`config.mk`:
```
export PLATFORM = sky130hd
export DESIGN_NAME = alu_op_sequencer
export DESIGN_NICKNAME = d
export VERILOG_FILES = /design/src/rtl/alu_seq_pkg.sv /design/src/rtl/alu_op_sequencer.sv
export SDC_FILE = /design/constraint.sdc
export NUM_CORES = 1
export LEC_CHECK = 0
export ABC_AREA = 1
export ABC_CLOCK_PERIOD_IN_PS = 2250
export BUFFER_PORTS_ARGS = -buffer_cell sky130_fd_sc_hd__buf_4
export CAP_MARGIN = 0
export CORE_MARGIN = 2
export CORE_UTILIZATION = 49
export CTS_CLUSTER_SIZE = 14
export DETAILED_ROUTE_END_ITERATION = 8
export PLACE_DENSITY = 0.78
export SYNTH_ARGS = -nofsm -noshare
export SYNTH_HDL_FRONTEND = slang
export SYNTH_SLANG_ARGS = --single-unit
```
`constraint.sdc`:
```
create_clock -name clk -period 2.25 [get_ports clk]
set_clock_uncertainty 0.15 [all_clocks]
set_input_delay 0.45 -clock clk [delete_from_list [all_inputs] [get_ports clk]]
set_output_delay 0.45 -clock clk [all_outputs]
set_load 0.01 [all_outputs]
```
`src/rtl/alu_seq_pkg.sv`:
```
// alu_seq_pkg: shared state encoding and ALUop constants for the ALU op sequencer.
package alu_seq_pkg;
  typedef enum logic [2:0] {IDLE, LD_A, LD_B, EXEC, WB} state_t;
  localparam logic [1:0] OP_ADD = 2'b00;
  localparam logic [1:0] OP_SUB = 2'b01;
  localparam logic [1:0] OP_AND = 2'b10;
  localparam logic [1:0] OP_NOT = 2'b11;
endpackage

```
`src/rtl/alu_op_sequencer.sv`:
```
// alu_op_sequencer: multi-cycle controller stepping regfile -> A/B -> ALU -> C -> write-back for one command.
module alu_op_sequencer
  import alu_seq_pkg::*;
#(
  parameter int REG_AW = 3,
  parameter int OP_W   = 2
) (
  input  logic              clk,
  input  logic              rst_n,
  input  logic              cmd_valid,
  output logic              cmd_ready,
  input  logic [OP_W-1:0]   cmd_op,
  input  logic [REG_AW-1:0] cmd_rd,
  input  logic [REG_AW-1:0] cmd_rn,
  input  logic [REG_AW-1:0] cmd_rm,
  output logic [REG_AW-1:0] readnum,
  output logic [REG_AW-1:0] writenum,
  output logic              write,
  output logic              loada,
  output logic              loadb,
  output logic              asel,
  output logic              loadc,
  output logic              loads,
  output logic [OP_W-1:0]   alu_op,
  output logic              done
);
  state_t              r_state, w_next;
  logic [OP_W-1:0]     r_op;
  logic [REG_AW-1:0]   r_rd, r_rn, r_rm;
  logic                w_accept;
  assign w_accept = cmd_valid && cmd_ready;
  always_ff @(posedge clk or negedge rst_n) begin
    if (!rst_n) begin
      r_state <= IDLE;
      r_op    <= '0;
      r_rd    <= '0;
      r_rn    <= '0;
      r_rm    <= '0;
    end else begin
      r_state <= w_next;
      if (w_accept) begin
        r_op <= cmd_op;
        r_rd <= cmd_rd;
        r_rn <= cmd_rn;
        r_rm <= cmd_rm;
      end
    end
  end
  // NOT only uses B, so it skips the A-operand load entirely
  always_comb begin
    w_next    = r_state;
    cmd_ready = r_state == IDLE;
    readnum   = r_state == LD_A ? r_rn : r_state == LD_B ? r_rm : '0;
    writenum  = r_state == WB ? r_rd : '0;
    loada     = r_state == LD_A;
    loadb     = r_state == LD_B;
    loadc     = r_state == EXEC;
    loads     = r_state == EXEC;
    asel      = r_state == EXEC && r_op == OP_W'(OP_NOT);
    write     = r_state == WB;
    done      = r_state == WB;
    alu_op    = r_state == IDLE ? '0 : r_op;
    case (r_state)
      IDLE:    w_next = w_accept ? (cmd_op == OP_W'(OP_NOT) ? LD_B : LD_A) : IDLE;
      LD_A:    w_next = LD_B;
      LD_B:    w_next = EXEC;
      EXEC:    w_next = WB;
      WB:      w_next = IDLE;
      default: w_next = IDLE;
    endcase
  end
endmodule
```
==> run metrics <==
vias per cell=~5.0; Cell Rows=13; synth cell count leaders=nand2_1 (37), dfrtp_1 (14), nand4_1 (13), inv_1 (12), nor2_1 (6); vias=approximately 700; fin crit share=around nine tenths; largest cells by area after synthesis=dfrtp_1 (48%), nand2_1 (19%), nand4_1 (11%), inv_1 (6.2%), buf_4 (3.1%); drt pass-1 iters=4; Power Density=1310 nW/um^2; Final HPWL DP=around 1200 um; CP Data Required Time=1650 ps; Setup-failing EPs final=0; Synth Warn #=0; die extent in x=~43 um; fmax=485 MHz; antenna cells=0; Worst-Skew Late Latency=290 ps; mean area per synthesized cell=7.61 um^2; # IOs=30; P&R area growth vs syn=33.7%; GRT Total Usage=approximately a fifth; Fin Setup TNS=0 ps; startpoint class of the critical path=flip-flop; cts bufs inserted=3; CTS Sinks=14; WS Path Type=reg -> out; pin count of the biggest net entering global routing=17; Util after Layout=about 72%; Synth cell types=13; clock period minus worst slack=roughly 2100 ps; effective utilization at floorplan=54.1%; Routed Antenna Nets=0; Final Net Count=140; WL per Instance=~12 um; Syn Nets=between 100 and 150; ys flop type=dfrtp_1; clk slew on worst S/H paths=~90 ps; status=finished, final reports clean; maxcap violations=0; endpoints failing hold=0; Rel. slew slack=between 70% and 80%; layout cells sized above 1=a little over 30%; H-tree levels=1; worst vdd ir=0.933 mV; Die H=approximately 43 um; Post-Synthesis Cells=96; Hold Crit Class=in -> reg; first-pass GRT wire length=~2700 um; FFs w/ async S/R, synth=between 90% and 100%; First DRT Iteration DRCs=11; post-CTS sizing=0; synthesized flop and latch total=14; root buf cell=clkbuf_4; Critical Path Fanout Max=16; count leader, synth=nand2_1; Core Region=between 1000 and 1500 um^2; Slew @ Worst Pin=~330 ps; register area share after synthesis=roughly 48%; Synth top area share=a little under half; number of global-route vias before repair=roughly 640; Worst setup EP type=output port; RSZ-0062 raised after global routing=false; Arr. time, crit path=1460 ps; Longest Clk Path Bufs=2; GRT overflow=0; number of port buffers=29; drc violations=0; Final Max Tran Viols=0; cell type with the largest total area after synthesis=dfrtp_1; initial antenna violation count=0; Lkg Pwr=around 0.6 nW; Die ar.=approximately 1800 um^2; DRT Wirelength=approximately 1700 um; Post-synth EDFFs=0; CTS tree=done; Placer Congestion=approximately 0.78; Post-Synthesis Cell Area=~730 um^2
critical path, stage by stage, from the launching register on:
cell	delay (ps)
dfrtp_1	430
inv_2	220
nand3_1	180
nor3_1	190
buf_4	150
layout by cell type, fill, tap and decap left out, drive strengths merged:
| cell | n |
|---|---|
| buf | 30 |
| inv | 14 |
| nor2 | 7 |
| nand4 | 13 |
| nand3 | 3 |
| nor3 | 2 |
| dlygate4sd3 | 1 |
| nand2 | 37 |
| clkbuf | 4 |
| dfrtp | 14 |
per-stage QoR:
step	setup slack, ps	std cells	hold slack, ps	power, W	cell area (um^2)
after floorplan	674	96	4.41	0.000868	731
after global placement	578	135	158	0.00108	931
after detailed placement	515	135	161	0.00110	931
after CTS	183	140	259	0.00129	977
after global routing	33.5	140	257	0.00137	977
final	188	140	261	0.00128	977
final timing paths:
| path | slack, ps | end | start | depth (start not counted) |
|---|---|---|---|---|
| min in group asynchronous | 390 | r_rn[0] | rst_n | 2 |
| min | 260 | r_rn[2] | cmd_rn[2] | 3 |
| max in group asynchronous | 1390 | r_rd[2] | rst_n | 2 |
| max reg2reg | 810 | r_rn[1] | r_state[1] | 5 |
| min reg2reg | 330 | r_rn[0] | r_rn[0] | 2 |
| max | 190 | asel | r_state[2] | 4 |
routing by layer:
metal  vias to the layer above  routed length [um]  track usage, %
li1                        360                   -               -
met1                       309                 725            24.9
met2                        25                 843            32.3
met3                         7                  82            3.45
met4                         0                  42            11.3
met5                         -                   0               0
cell families after synthesis:
kind of cell	after synthesis	synth area share, %
buffers and inverters	20	13.2
and+or+nand+nor	62	38.9
DFF	14	47.9
flip-flops by register name (all words and copies together), names as in the netlist:
| register | flops |
|---|---|
| r_op | 2 |
| r_rm | 3 |
| r_rn | 3 |
| r_rd | 3 |
| r_state | 3 |
what timing repair did:
| action | in CTS | in global routing |
|---|---|---|
| setup buffers | 0 | 0 |
| hold buffers | 1 | 0 |
| endpoints found under the setup margin | 0 | 0 |
| hold endpoints to repair | 14 | 0 |
final cells by class:
class                           count  area (um^2)
Clock buffer                        4         36.3
Fill cell                         111          373
Inverter                           14         52.6
Timing Repair Buffer               31          235
Sequential cell                    14          350
Tap cell                           15         18.8
Multi-Input combinational cell     62          284
where the power goes:
part | leakage, nW | switching (W) | total [W] | internal (W)
Sequential | 0.175 | 0.0000885 | 0.000458 | 0.000370
Clock | 0.0210 | 0.0000889 | 0.000188 | 0.0000987
Combinational | 0.394 | 0.000368 | 0.000638 | 0.000270
Total | 0.590 | 0.000545 | 0.00128 | 0.000739
Power figures use the tool's default switching activity.
